$ cat config.mk
export PLATFORM = sky130hd
export DESIGN_NAME = id_ex_stage_flat
export DESIGN_NICKNAME = d
export VERILOG_FILES = /design/src/rtl/id_ex_if.sv /design/src/rtl/id_ex_stage.sv /design/src/flat_wrapper.sv
export SDC_FILE = /design/constraint.sdc
export NUM_CORES = 1
export LEC_CHECK = 0
export CAP_MARGIN = 25
export CORE_AREA = 2 2 153 155
export DETAILED_ROUTE_END_ITERATION = 6
export DIE_AREA = 0 0 155 157
export GPL_ROUTABILITY_DRIVEN = 0
export PLACE_DENSITY = 0.76
export SYNTH_ARGS = -nofsm -noshare
export SYNTH_HDL_FRONTEND = slang
export SYNTH_SLANG_ARGS = --single-unit
export TNS_END_PERCENT = 30
$ cat constraint.sdc
create_clock -name clk -period 3.2 [get_ports clk]
set_clock_uncertainty 0.05 [all_clocks]
set_input_delay 0.64 -clock clk [delete_from_list [all_inputs] [get_ports clk]]
set_output_delay 0.64 -clock clk [all_outputs]
set_load 0.02 [all_outputs]
$ cat src/rtl/id_ex_if.sv
// Decode-to-execute bundle: decoded instruction and operands in, ID/EX register
// contents, hazard freeze and performance counters out.
interface id_ex_if #(
   parameter int CTRL_W = 16,
   parameter int CNT_W  = 32
);
   logic              id_valid;
   logic [31:0]       id_pc;
   logic [4:0]        id_rs1;
   logic [4:0]        id_rs2;
   logic [4:0]        id_rd;
   logic              id_uses_rs1;
   logic              id_uses_rs2;
   logic [31:0]       id_rdata1;
   logic [31:0]       id_rdata2;
   logic [31:0]       id_imm;
   logic [CTRL_W-1:0] id_ctrl;
   logic              id_regwrite;
   logic              id_memread;
   logic              flush;
   logic              ext_stall;

   logic              ex_valid;
   logic [31:0]       ex_pc;
   logic [4:0]        ex_rs1;
   logic [4:0]        ex_rs2;
   logic [4:0]        ex_rd;
   logic [31:0]       ex_rdata1;
   logic [31:0]       ex_rdata2;
   logic [31:0]       ex_imm;
   logic [CTRL_W-1:0] ex_ctrl;
   logic              ex_regwrite;
   logic              ex_memread;
   logic              hazard_stall;
   logic [CNT_W-1:0]  hazard_cnt;
   logic [CNT_W-1:0]  flush_cnt;

   modport master (
      output id_valid, id_pc, id_rs1, id_rs2, id_rd, id_uses_rs1, id_uses_rs2,
             id_rdata1, id_rdata2, id_imm, id_ctrl, id_regwrite, id_memread,
             flush, ext_stall,
      input  ex_valid, ex_pc, ex_rs1, ex_rs2, ex_rd, ex_rdata1, ex_rdata2,
             ex_imm, ex_ctrl, ex_regwrite, ex_memread, hazard_stall,
             hazard_cnt, flush_cnt
   );

   modport slave (
      input  id_valid, id_pc, id_rs1, id_rs2, id_rd, id_uses_rs1, id_uses_rs2,
             id_rdata1, id_rdata2, id_imm, id_ctrl, id_regwrite, id_memread,
             flush, ext_stall,
      output ex_valid, ex_pc, ex_rs1, ex_rs2, ex_rd, ex_rdata1, ex_rdata2,
             ex_imm, ex_ctrl, ex_regwrite, ex_memread, hazard_stall,
             hazard_cnt, flush_cnt
   );
endinterface

$ cat src/rtl/id_ex_stage.sv
// ID/EX pipeline register with load-use hazard detection, bubble insertion,
// flush/hold handling and saturating hazard/flush counters.
module id_ex_stage #(
   parameter int CTRL_W = 16,
   parameter int CNT_W  = 32
) (
   input logic    clk,
   input logic    rst_n,
   id_ex_if.slave bus
);
   typedef struct packed {
      logic              valid;
      logic [31:0]       pc;
      logic [4:0]        rs1;
      logic [4:0]        rs2;
      logic [4:0]        rd;
      logic [31:0]       rdata1;
      logic [31:0]       rdata2;
      logic [31:0]       imm;
      logic [CTRL_W-1:0] ctrl;
      logic              regwrite;
      logic              memread;
   } ex_t;

   ex_t              id_word;
   ex_t              ex_p0;
   logic             rs1_match;
   logic             rs2_match;
   logic             haz;
   logic [CNT_W-1:0] hazard_cnt_p0;
   logic [CNT_W-1:0] flush_cnt_p0;

   function automatic logic [CNT_W-1:0] sat_inc(input logic [CNT_W-1:0] v);
      return (&v) ? v : v + 1'b1;
   endfunction

   // Decode stage: invalid slots must never write back or look like a load.
   always_comb begin
      id_word          = '0;
      id_word.valid    = bus.id_valid;
      id_word.pc       = bus.id_pc;
      id_word.rs1      = bus.id_rs1;
      id_word.rs2      = bus.id_rs2;
      id_word.rd       = bus.id_rd;
      id_word.rdata1   = bus.id_rdata1;
      id_word.rdata2   = bus.id_rdata2;
      id_word.imm      = bus.id_imm;
      id_word.ctrl     = bus.id_ctrl;
      id_word.regwrite = bus.id_regwrite & bus.id_valid;
      id_word.memread  = bus.id_memread & bus.id_valid;
   end

   // x0 is hardwired, so a load targeting it cannot produce a dependency.
   assign rs1_match = bus.id_uses_rs1 && (bus.id_rs1 == ex_p0.rd);
   assign rs2_match = bus.id_uses_rs2 && (bus.id_rs2 == ex_p0.rd);
   assign haz       = ex_p0.valid && ex_p0.memread && (ex_p0.rd != 5'd0)
                      && bus.id_valid && (rs1_match || rs2_match);

   assign bus.hazard_stall = haz && !bus.flush;

   // ID/EX boundary: flush beats hold, hold beats bubble insertion.
   always_ff @(posedge clk or negedge rst_n) begin
      if (!rst_n) begin
         ex_p0 <= '0;
      end else if (bus.flush) begin
         ex_p0 <= '0;
      end else if (bus.ext_stall) begin
         ex_p0 <= ex_p0;
      end else if (haz) begin
         ex_p0 <= '0;
      end else begin
         ex_p0 <= id_word;
      end
   end

   always_ff @(posedge clk or negedge rst_n) begin
      if (!rst_n) begin
         hazard_cnt_p0 <= '0;
         flush_cnt_p0  <= '0;
      end else if (bus.flush) begin
         flush_cnt_p0 <= sat_inc(flush_cnt_p0);
      end else if (!bus.ext_stall && haz) begin
         hazard_cnt_p0 <= sat_inc(hazard_cnt_p0);
      end
   end

   assign bus.ex_valid    = ex_p0.valid;
   assign bus.ex_pc       = ex_p0.pc;
   assign bus.ex_rs1      = ex_p0.rs1;
   assign bus.ex_rs2      = ex_p0.rs2;
   assign bus.ex_rd       = ex_p0.rd;
   assign bus.ex_rdata1   = ex_p0.rdata1;
   assign bus.ex_rdata2   = ex_p0.rdata2;
   assign bus.ex_imm      = ex_p0.imm;
   assign bus.ex_ctrl     = ex_p0.ctrl;
   assign bus.ex_regwrite = ex_p0.regwrite;
   assign bus.ex_memread  = ex_p0.memread;
   assign bus.hazard_cnt  = hazard_cnt_p0;
   assign bus.flush_cnt   = flush_cnt_p0;
endmodule

$ cat src/flat_wrapper.sv
// flat-port wrapper written by rule: the top's interface ports become plain ports
module id_ex_stage_flat 
#(
   parameter int CTRL_W = 16,
   parameter int CNT_W  = 32
)
  (clk, rst_n, bus_id_valid, bus_id_pc, bus_id_rs1, bus_id_rs2, bus_id_rd, bus_id_uses_rs1, bus_id_uses_rs2, bus_id_rdata1, bus_id_rdata2, bus_id_imm, bus_id_ctrl, bus_id_regwrite, bus_id_memread, bus_flush, bus_ext_stall, bus_ex_valid, bus_ex_pc, bus_ex_rs1, bus_ex_rs2, bus_ex_rd, bus_ex_rdata1, bus_ex_rdata2, bus_ex_imm, bus_ex_ctrl, bus_ex_regwrite, bus_ex_memread, bus_hazard_stall, bus_hazard_cnt, bus_flush_cnt);
  id_ex_if #(.CTRL_W(CTRL_W), .CNT_W(CNT_W)) bus_i ();
  input logic clk;
  input logic rst_n;
  input wire logic [$bits(bus_i.id_valid)-1:0] bus_id_valid;
  input wire logic [$bits(bus_i.id_pc)-1:0] bus_id_pc;
  input wire logic [$bits(bus_i.id_rs1)-1:0] bus_id_rs1;
  input wire logic [$bits(bus_i.id_rs2)-1:0] bus_id_rs2;
  input wire logic [$bits(bus_i.id_rd)-1:0] bus_id_rd;
  input wire logic [$bits(bus_i.id_uses_rs1)-1:0] bus_id_uses_rs1;
  input wire logic [$bits(bus_i.id_uses_rs2)-1:0] bus_id_uses_rs2;
  input wire logic [$bits(bus_i.id_rdata1)-1:0] bus_id_rdata1;
  input wire logic [$bits(bus_i.id_rdata2)-1:0] bus_id_rdata2;
  input wire logic [$bits(bus_i.id_imm)-1:0] bus_id_imm;
  input wire logic [$bits(bus_i.id_ctrl)-1:0] bus_id_ctrl;
  input wire logic [$bits(bus_i.id_regwrite)-1:0] bus_id_regwrite;
  input wire logic [$bits(bus_i.id_memread)-1:0] bus_id_memread;
  input wire logic [$bits(bus_i.flush)-1:0] bus_flush;
  input wire logic [$bits(bus_i.ext_stall)-1:0] bus_ext_stall;
  output wire logic [$bits(bus_i.ex_valid)-1:0] bus_ex_valid;
  output wire logic [$bits(bus_i.ex_pc)-1:0] bus_ex_pc;
  output wire logic [$bits(bus_i.ex_rs1)-1:0] bus_ex_rs1;
  output wire logic [$bits(bus_i.ex_rs2)-1:0] bus_ex_rs2;
  output wire logic [$bits(bus_i.ex_rd)-1:0] bus_ex_rd;
  output wire logic [$bits(bus_i.ex_rdata1)-1:0] bus_ex_rdata1;
  output wire logic [$bits(bus_i.ex_rdata2)-1:0] bus_ex_rdata2;
  output wire logic [$bits(bus_i.ex_imm)-1:0] bus_ex_imm;
  output wire logic [$bits(bus_i.ex_ctrl)-1:0] bus_ex_ctrl;
  output wire logic [$bits(bus_i.ex_regwrite)-1:0] bus_ex_regwrite;
  output wire logic [$bits(bus_i.ex_memread)-1:0] bus_ex_memread;
  output wire logic [$bits(bus_i.hazard_stall)-1:0] bus_hazard_stall;
  output wire logic [$bits(bus_i.hazard_cnt)-1:0] bus_hazard_cnt;
  output wire logic [$bits(bus_i.flush_cnt)-1:0] bus_flush_cnt;
  assign bus_i.id_valid = bus_id_valid;
  assign bus_i.id_pc = bus_id_pc;
  assign bus_i.id_rs1 = bus_id_rs1;
  assign bus_i.id_rs2 = bus_id_rs2;
  assign bus_i.id_rd = bus_id_rd;
  assign bus_i.id_uses_rs1 = bus_id_uses_rs1;
  assign bus_i.id_uses_rs2 = bus_id_uses_rs2;
  assign bus_i.id_rdata1 = bus_id_rdata1;
  assign bus_i.id_rdata2 = bus_id_rdata2;
  assign bus_i.id_imm = bus_id_imm;
  assign bus_i.id_ctrl = bus_id_ctrl;
  assign bus_i.id_regwrite = bus_id_regwrite;
  assign bus_i.id_memread = bus_id_memread;
  assign bus_i.flush = bus_flush;
  assign bus_i.ext_stall = bus_ext_stall;
  assign bus_ex_valid = bus_i.ex_valid;
  assign bus_ex_pc = bus_i.ex_pc;
  assign bus_ex_rs1 = bus_i.ex_rs1;
  assign bus_ex_rs2 = bus_i.ex_rs2;
  assign bus_ex_rd = bus_i.ex_rd;
  assign bus_ex_rdata1 = bus_i.ex_rdata1;
  assign bus_ex_rdata2 = bus_i.ex_rdata2;
  assign bus_ex_imm = bus_i.ex_imm;
  assign bus_ex_ctrl = bus_i.ex_ctrl;
  assign bus_ex_regwrite = bus_i.ex_regwrite;
  assign bus_ex_memread = bus_i.ex_memread;
  assign bus_hazard_stall = bus_i.hazard_stall;
  assign bus_hazard_cnt = bus_i.hazard_cnt;
  assign bus_flush_cnt = bus_i.flush_cnt;
  id_ex_stage #(.CTRL_W(CTRL_W), .CNT_W(CNT_W)) u_core (.clk(clk), .rst_n(rst_n), .bus(bus_i));
endmodule
==> flow_summary.toml, run 1 <==
[clock_tree]
cts_tree = "done"
path_clk_slew_ns = 0.07
clock_sinks = 226
cts_max_path_buffers = 3
htreeDepth = 1
cts_post_setup_buffers_inserted = 0
clk-insertion-delay-late_ns = 0.51
cts_buffers = 23
cts-root-buf = "clkbuf_16"

[setup_path]
critical_path.cell_chain = "clkdlybuf4s50_1, xnor2_1, buf_4, nand4_1, o22ai_2, nand2_2, nor2_1, clkbuf_2"
cp.depth = 8
cpPeakStageDelay_ns = 0.51
cp_top_family = "buffers and inverters"
startpoint_type = "primary input"
r2r_cells = 9
cp_slowest_cell = "clkdlybuf4s50_1"
path_buf_inv = 3
cp_max_fo = 2
crit_path_end_kind = "output pin"
cp.arrival_ns = 2.28
worst-setup-path-type = "in -> out"
cp.required_ns = 2.51

[yosys]
synth_compound_area_share_pct = 16.5
synthXorXnorAreaFrac_pct = 6.97
yosysWarnings = 0
synth-main-ff-cell = "dfrtp_1"
synth_area_um2 = 8920
synth_edf_count = 0
synthSimpleGateAreaFrac_pct = 9.69
yosysSeqAreaShare_pct = 63.4
synth_top_cell_by_area = "dfrtp_1"
syn_nets = 837
synth_top_family_by_area = "compound AO/OA/AOI/OAI gates"
synthArstFlopShare_pct = 100
synth_common_cells = "226 x dfrtp_1, 160 x a22o_1, 42 x xnor2_1, 29 x nand4_1, 29 x xor2_1"
synth.distinct_cells = 34
yosysMostFrequentCell = "dfrtp_1"
synth.top_cells.by_area = "dfrtp_1 63%, a22o_1 16%, xnor2_1 4.1%, xor2_1 2.8%, nand4_1 2.0%"
synth_seq_cells = 226
synthAdderAreaFrac_pct = 0.280
muxShareOfSynthArea_pct = 0.252
synth_top_area_share_pct = 63.4
postSynthAreaPerCell_um2 = 13.4
syn_inst = 667

[power_and_ir_drop]
p_clk_share_pct = 38.4
p_int_mw = 5.17
finalPower_mw = 6.96
netSwitchingPower_mw = 1.79
seqPwrFrac_pct = 45.3
p_leak_nw = 6.23
peakVddDrop_uv = 320
p_comb_share_pct = 16.3
sw_frac_of_total_pct = 25.7
power-per-cell-area_nw_per_um2 = 495

[placement]
io_buffers = 394
place_inst = 1333
dp_hpwl_mm = 20.0
pre_cts_slack_ns = -0.220
dpl-instance-area_um2 = 13300

[timing]
fin_hold_ws_ns = 0.0163
tightest_slew_ns = 0.649
hold_viol = 0
fin_ws_ns = 0.228
rsz0062_at_grt = "no"
period_share_pct = 92.9
timing.final.crit_period_ns = 2.97
setup_violations = 0
max_freq_ghz = 0.336
maxSlewHeadroom_pct = 56.5
maxSlewViolCount = 0
setup_tns_ns = 0

[cells_and_area]
multiInputGateArea_um2 = 3020
area_growth_pct = 57.6
fin_nets = 1243
design_area_um2 = 14100
regArea_um2 = 5660
final_core_util_pct = 62.5
instances_no_fill = 1378
fillers = 1777
drive_above_1_share_pct = 7.08

[floorplan]
coreArea_um2 = 22500
die_height_um = 157
die_x_um = 155
initial_core_util_pct = 39.6
die_area_um2 = 24300
io_pins = 395
rows = 55

[route]
first_pass_iters = 4
via_per_inst = 5.26
route.detailed.drc = 0
routedWlPerCell_um = 20.1
via_count = 7242
antenna_left = 0
routed_wl_mm = 27.8
drt-initial-drc-count = 401

[global_routing]
grt_pass1_vias = 7344
grt_pass1_wl_mm = 42.2
track_usage_pct = 22.0
antenna_found_initial = 6
grt_max_degree = 88
gr-total-overflow = 0

[outcome]
status = "complete, no violations"

[job]
cap_violations = 0

[hold_path]
hp-class = "in -> async"
## path summary, 6_finish.rpt
check | startpoint | to | slack (ns)
max | bus_id_rs2[4] | bus_hazard_stall | 0.23
min reg2reg | u_core.bus.hazard_cnt[31]$_DFFE_PN0P_ | u_core.bus.hazard_cnt[31]$_DFFE_PN0P_ | 0.44
max in group asynchronous | rst_n | u_core.bus.ex_ctrl[5]$_DFFE_PN0P_ | 2.21
min | rst_n | u_core.bus.flush_cnt[19]$_DFFE_PN0P_ | 0.02
max reg2reg | u_core.bus.ex_rd[4]$_DFFE_PN0P_ | u_core.bus.ex_pc[27]$_DFFE_PN0P_ | 0.99
min in group clk | u_core.bus.hazard_cnt[31]$_DFFE_PN0P_ | u_core.bus.hazard_cnt[31]$_DFFE_PN0P_ | 0.44
## power by group through the flow
stage / Clock, mW / Sequential [mW] / Combinational [mW]
detailed placement: 0 / 3.20 / 1.14
global placement: 0 / 3.19 / 1.13
global route: 2.86 / 3.17 / 1.21
CTS: 2.75 / 3.15 / 1.15
floorplan: 0 / 3.38 / 0.250
finish: 2.67 / 3.15 / 1.14
## layout by cell type, fill, tap and decap left out, types with 4 or more instances in the layout
| cell | instances |
|---|---|
| nor3_1 | 10 |
| xnor2_1 | 42 |
| inv_1 | 7 |
| buf_12 | 9 |
| nand4_1 | 29 |
| dfrtp_1 | 226 |
| and4_1 | 11 |
| clkbuf_16 | 23 |
| and3_1 | 9 |
| clkinv_2 | 5 |
| nand3_1 | 24 |
| a22o_1 | 160 |
| nor2_1 | 18 |
| buf_4 | 17 |
| clkdlybuf4s50_1 | 392 |
| diode_2 | 5 |
| nor4_1 | 7 |
| clkbuf_1 | 4 |
| xor2_1 | 29 |
| nand2_1 | 27 |
## metal layers
metal | share of wire [%] | track usage (%) | routed length [um]
met1 | 39 | 26.5 | 10900
met3 | 9.2 | 7.46 | 2550
met4 | 3.7 | 9.48 | 1040
met2 | 48 | 36.2 | 13300
met5 | 0.040 | 0 | 11
## cell type report
type                       instances  share of cell area, %
inverter                           7                  0.187
timing repair buffer             420                   30.2
clock inverter                    10                  0.774
antenna                            5                 0.0890
tap                              285                   2.54
sequential                       226                   40.2
clock buffer                      30                   4.49
multi-input combinational        395                   21.4
## cells by family (layout without fill, tap and decap cells)
group,after synthesis,count (layout)
adder cells (fa/ha/maj),2,2
buffers and inverters,46,467
other,0,5
XOR/XNOR,71,71
AND/OR/NAND/NOR,151,151
AO/OA/AOI/OAI,169,169
multiplexers,2,2
flip-flops,226,226
## state kept, by name, summed over array words and instances (netlist names)
register,count
u_core.bus.ex_regwrite,1
u_core.bus.ex_ctrl,16
u_core.bus.hazard_cnt,32
u_core.bus.ex_rs1,5
u_core.bus.ex_imm,32
u_core.bus.ex_rdata1,32
u_core.bus.ex_valid,1
u_core.bus.ex_rdata2,32
u_core.bus.ex_memread,1
u_core.bus.ex_rs2,5
u_core.bus.flush_cnt,32
u_core.bus.ex_rd,5
u_core.bus.ex_pc,32
## worst register-to-register path, delay by kind of cell, from the launching register on
kind            cells  cell delay, ns
flops               1            0.38
compound gates      2            0.46
xor+xnor            1            0.18
simple gates        3            0.47
buf+inv             3            0.54
## repair_timing
action                                  CTS  global route
hold buffers                              0             0
pin swaps                                 0             0
gates resized for setup                   1             2
endpoints found under the hold margin     0             0
endpoints found under the setup margin    1             1
Note: power is estimated with default switching activity, not from simulation.
==> run 2: changes to the inputs <==
- clock period: 3.2 -> 3.7 ns (I/O delays scaled with it)
==> run 2 against run 1 <==
Net effect:
- setup slack got worse by 0.075 ns
- sequential share of layout area about the same
- clock power down 4%
- worst hold slack improved by 0.19 ns
- combinational power shrank 14%
- critical path type unchanged
- die area unchanged
- critical path depth is the same
- design area is essentially flat
==> flow_summary.toml, run 2 (synthesis gave the netlist of run 1 again) <==
[placement]
dp_hpwl_mm = 20.0
io_buffers = 394

[clock_tree]
ctsResizeCount = 0
clk-insertion-delay-late_ns = 0.51
cts_tree = "done"
path_clk_slew_ns = 0.06
ctsHoldBuffers = 0
cts_post_setup_buffers_inserted = 0
cts_buffers = 25
cts_max_path_buffers = 3
htreeDepth = 1
cts-root-buf = "clkbuf_16"
clock_sinks = 226

[power_and_ir_drop]
p_clk_share_pct = 40.8
peakVddDrop_uv = 393
finalPower_mw = 6.26
p_int_mw = 4.67
p_leak_nw = 6.22
netSwitchingPower_mw = 1.59
sw_frac_of_total_pct = 25.4
power-per-cell-area_nw_per_um2 = 446
p_comb_share_pct = 15.6
seqPwrFrac_pct = 43.5

[setup_path]
cp.required_ns = 2.91
cp_slowest_cell = "clkdlybuf4s50_1"
cp.arrival_ns = 2.76
crit_path_end_kind = "output pin"
cp_max_fo = 2
cpPeakStageDelay_ns = 0.63
worst-setup-path-type = "in -> out"
cp_common_cell = "clkdlybuf4s50_1"
critical_path.cell_chain = "clkdlybuf4s50_1, xnor2_1, buf_4, nand4_1, o22ai_2, nand2_2, nor2_1, clkdlybuf4s50_1"
path_buf_inv = 3
startpoint_type = "primary input"
cp_top_family = "buffers and inverters"

[global_routing]
grt_pass1_vias = 7466
track_usage_pct = 22.4
gr-total-overflow = 0
grt_max_degree = 95
antenna_found_initial = 3
grt_pass1_wl_mm = 42.8

[floorplan]
coreArea_um2 = 22500
io_pins = 395
rows = 55
die_area_um2 = 24300
die_height_um = 157
initial_core_util_pct = 39.6
die_x_um = 155

[route]
drt-initial-drc-count = 515
routed_wl_mm = 27.8
routedWlPerCell_um = 20.3
antenna_left = 0
first_pass_iters = 5
via_count = 7291
via_per_inst = 5.33
route.detailed.drc = 0

[cells_and_area]
final_common_cell = "clkdlybuf4s50_1"
final_cell_mix = "393 x clkdlybuf4s50_1, 226 x dfrtp_1, 160 x a22o_1, 42 x xnor2_1"
area_growth_pct = 57.5
fin_nets = 1235
drive_above_1_share_pct = 6.57

[outcome]
status = "complete, no violations"

[timing]
timing.final.crit_period_ns = 3.55
hold_viol = 0
setup_tns_ns = 0
rsz0062_at_grt = "no"
maxSlewViolCount = 0
setup_violations = 0
maxSlewHeadroom_pct = 50.5
tightest_slew_ns = 0.742
period_share_pct = 95.9
max_freq_ghz = 0.282

[hold_path]
hp-class = "in -> async"

[job]
cap_violations = 0
## run 2: final timing paths
path                            slack (ns)                                   end  cells after the start                           startpoint
worst min register to register        0.45   u_core.bus.flush_cnt[7]$_DFFE_PN0P_                      1  u_core.bus.flush_cnt[7]$_DFFE_PN0P_
worst max register to register        1.30   u_core.bus.flush_cnt[6]$_DFFE_PN0P_                      7  u_core.bus.flush_cnt[0]$_DFFE_PN0P_
max in group asynchronous             2.61   u_core.bus.flush_cnt[3]$_DFFE_PN0P_                      2                                rst_n
worst max-delay path                  0.15                      bus_hazard_stall                      8                        bus_id_rs2[4]
min in group clk                      0.45   u_core.bus.flush_cnt[7]$_DFFE_PN0P_                      1  u_core.bus.flush_cnt[7]$_DFFE_PN0P_
worst min-delay path                  0.21  u_core.bus.ex_rdata2[22]$_DFFE_PN0P_                      1                                rst_n
## run 2: power groups by stage
stage	clock network [mW]	logic [mW]	registers, mW
after global placement	0	0.970	2.76
after CTS	2.60	0.989	2.73
after global routing	2.72	1.04	2.75
after detailed placement	0	0.985	2.77
final	2.56	0.978	2.73
after floorplan	0	0.216	2.92
## run 2: cell type report
type | count | area, um^2
Clock buffer | 32 | 702
Timing Repair Buffer | 410 | 4140
Sequential cell | 226 | 5660
Inverter | 7 | 26.3
Antenna cell | 3 | 7.51
Tap cell | 285 | 357
Clock inverter | 11 | 143
Multi-Input combinational cell | 395 | 3020
Fill cell | 1768 | 8450
## run 2: metal layers
layer | part of all wire, % | up-vias | track usage (%)
met1 | 39 | 3588 | 27.3
met2 | 49 | 353 | 37.9
met5 | 0 | - | 0
li1 | - | 3306 | -
met3 | 9.7 | 44 | 7.05
met4 | 2.5 | 0 | 7.80
## run 2: metrics by stage
stage / cell area, um^2 / hold WS [ns] / cells / worst slack [ns] / util [%]
6_report: 14000 / 0.206 / 1369 / 0.152 / 62.4
3_3_place_gp: 13200 / 0.424 / 1323 / 0.121 / 58.6
3_5_place_dp: 13200 / 0.440 / 1323 / 0.120 / 58.6
5_1_grt: 14000 / 0.264 / 1369 / 0.0589 / 62.4
4_1_cts: 14000 / 0.231 / 1366 / 0.112 / 62.4
2_1_floorplan: 8920 / 0.394 / 667 / 1.26 / -
## run 2: worst register-to-register path, stage by stage (launching register included)
cell and delay (ns):
dfrtp_1 0.43, ha_1 0.25, and3_1 0.23, and4_1 0.25, a31oi_1 0.55, and2_1 0.29
nand3_1 0.11, xnor2_1 0.13
==> run 3: changes to the inputs <==
- CTS_CLUSTER_SIZE: unset -> 12
- REMOVE_ABC_BUFFERS: unset -> 1
- SKIP_LAST_GASP: unset -> 1
==> run 3 against run 2 <==
Net effect:
- sequential share of layout area up 0.31 points
- die area did not move
- highest routed layer unchanged
- clock-buffer cell count up 4
- non-clock buffer count fell by 4
- core utilization fell by 0.47 points
- largest cell class unchanged
- global-route usage about the same
- worst hold slack worse by 0.0050 ns
==> flow_summary.toml, run 3 (synthesis gave the netlist of run 1 again) <==
[cells_and_area]
drive_above_1_share_pct = 5.84
fillers = 1760
area_growth_pct = 56.3
design_area_um2 = 13900
final_common_cell = "clkdlybuf4s50_1"
multiInputGateArea_um2 = 3020
final_cell_mix = "393 x clkdlybuf4s50_1, 226 x dfrtp_1, 160 x a22o_1, 42 x xnor2_1"
final_core_util_pct = 62.0
fin_nets = 1231
diodes = 0
regArea_um2 = 5660

[floorplan]
io_pins = 395
initial_core_util_pct = 39.6
rows = 55
die_area_um2 = 24300
coreArea_um2 = 22500
die_x_um = 155
die_height_um = 157

[timing]
hold_viol = 0
timing.final.crit_period_ns = 3.45
tightest_slew_ns = 0.754
maxSlewHeadroom_pct = 49.4
max_freq_ghz = 0.290
maxSlewViolCount = 0
setup_tns_ns = 0
period_share_pct = 93.2
setup_violations = 0
fin_hold_ws_ns = 0.201
rsz0062_at_grt = "no"

[power_and_ir_drop]
power-per-cell-area_nw_per_um2 = 440
peakVddDrop_uv = 392
p_leak_nw = 6.18
finalPower_mw = 6.13

[clock_tree]
htreeDepth = 1
clock_sinks = 226
ctsHoldBuffers = 0
clk-insertion-delay-late_ns = 0.51
cts_max_path_buffers = 3
cts_post_setup_buffers_inserted = 0
cts-root-buf = "clkbuf_16"
path_clk_slew_ns = 0.06
ctsResizeCount = 0
cts_tree = "done"
cts_buffers = 25

[job]
cap_violations = 0

[global_routing]
grt_pass1_wl_mm = 43.2
grt_max_degree = 122
grt_pass1_vias = 7526
track_usage_pct = 22.5
antenna_found_initial = 0
gr-total-overflow = 0

[route]
antenna_left = 0
drt-initial-drc-count = 415
routedWlPerCell_um = 20.5
via_per_inst = 5.28
route.detailed.drc = 0
routed_wl_mm = 28.0
via_count = 7203
first_pass_iters = 4

[setup_path]
cp.required_ns = 2.91
cp_max_fo = 2
startpoint_type = "primary input"
crit_path_end_kind = "output pin"
cp.arrival_ns = 2.66
worst-setup-path-type = "in -> out"

[placement]
io_buffers = 394
dpl-instance-area_um2 = 13100
dp_hpwl_mm = 19.9

[outcome]
status = "complete, no violations"

[hold_path]
hp-class = "in -> async"
## run 3: metrics by stage
step                      setup slack (ns)  cells
after detailed placement             0.251   1319
after CTS                            0.251   1363
after floorplan                      -3.13    628
after global placement               0.267   1319
final                                0.251   1363
after global routing                 0.166   1363
## run 3: worst max-delay path, stage by stage
cell and delay, ns:
clkdlybuf4s50_1 0.53, xnor2_1 0.14, nand4_1 0.18, o22ai_2 0.21, nand2_2 0.11, nor2_1 0.11, clkdlybuf4s50_1 0.64
## run 3: report_power, final
| part | leakage (nW) | total [mW] | internal, mW | switching [mW] |
|---|---|---|---|---|
| registers | 3.02 | 2.73 | 2.61 | 0.116 |
| logic | 2.76 | 0.967 | 0.510 | 0.457 |
| clock network | 0.397 | 2.44 | 1.46 | 0.979 |
| total | 6.18 | 6.13 | 4.58 | 1.55 |
## run 3: routing by layer
metal / vias up / track usage, % / share of wire, %
li1: 3282 / - / -
met1: 3593 / 27.3 / 40
met2: 272 / 39.0 / 49
met3: 56 / 6.08 / 7.6
met4: 0 / 7.14 / 3.2
met5: - / 0 / 0
## run 3: worst paths after layout
kind | from | end | slack (ns) | cells after the start
setup reg to reg | u_core.bus.ex_rd[0]$_DFFE_PN0P_ | u_core.bus.ex_rdata1[13]$_DFFE_PN0P_ | 1.20 | 8
hold reg to reg | u_core.bus.hazard_cnt[31]$_DFFE_PN0P_ | u_core.bus.hazard_cnt[31]$_DFFE_PN0P_ | 0.43 | 1
max in group asynchronous | rst_n | u_core.bus.ex_rdata2[23]$_DFFE_PN0P_ | 2.52 | 2
hold / removal | rst_n | u_core.bus.hazard_cnt[13]$_DFFE_PN0P_ | 0.20 | 1
setup / recovery | bus_id_rs1[4] | bus_hazard_stall | 0.25 | 7
min in group clk | u_core.bus.hazard_cnt[31]$_DFFE_PN0P_ | u_core.bus.hazard_cnt[31]$_DFFE_PN0P_ | 0.43 | 1
## run 3: final cells by class
cell class              count  share of cell area [%]
multi-input cells         395                    21.6
repair buffers            406                    29.3
clock buffers              36                    5.07
clock inverters             8                   0.673
flip-flops and latches    226                    40.6
inverters                   7                   0.188
well taps                 285                    2.56
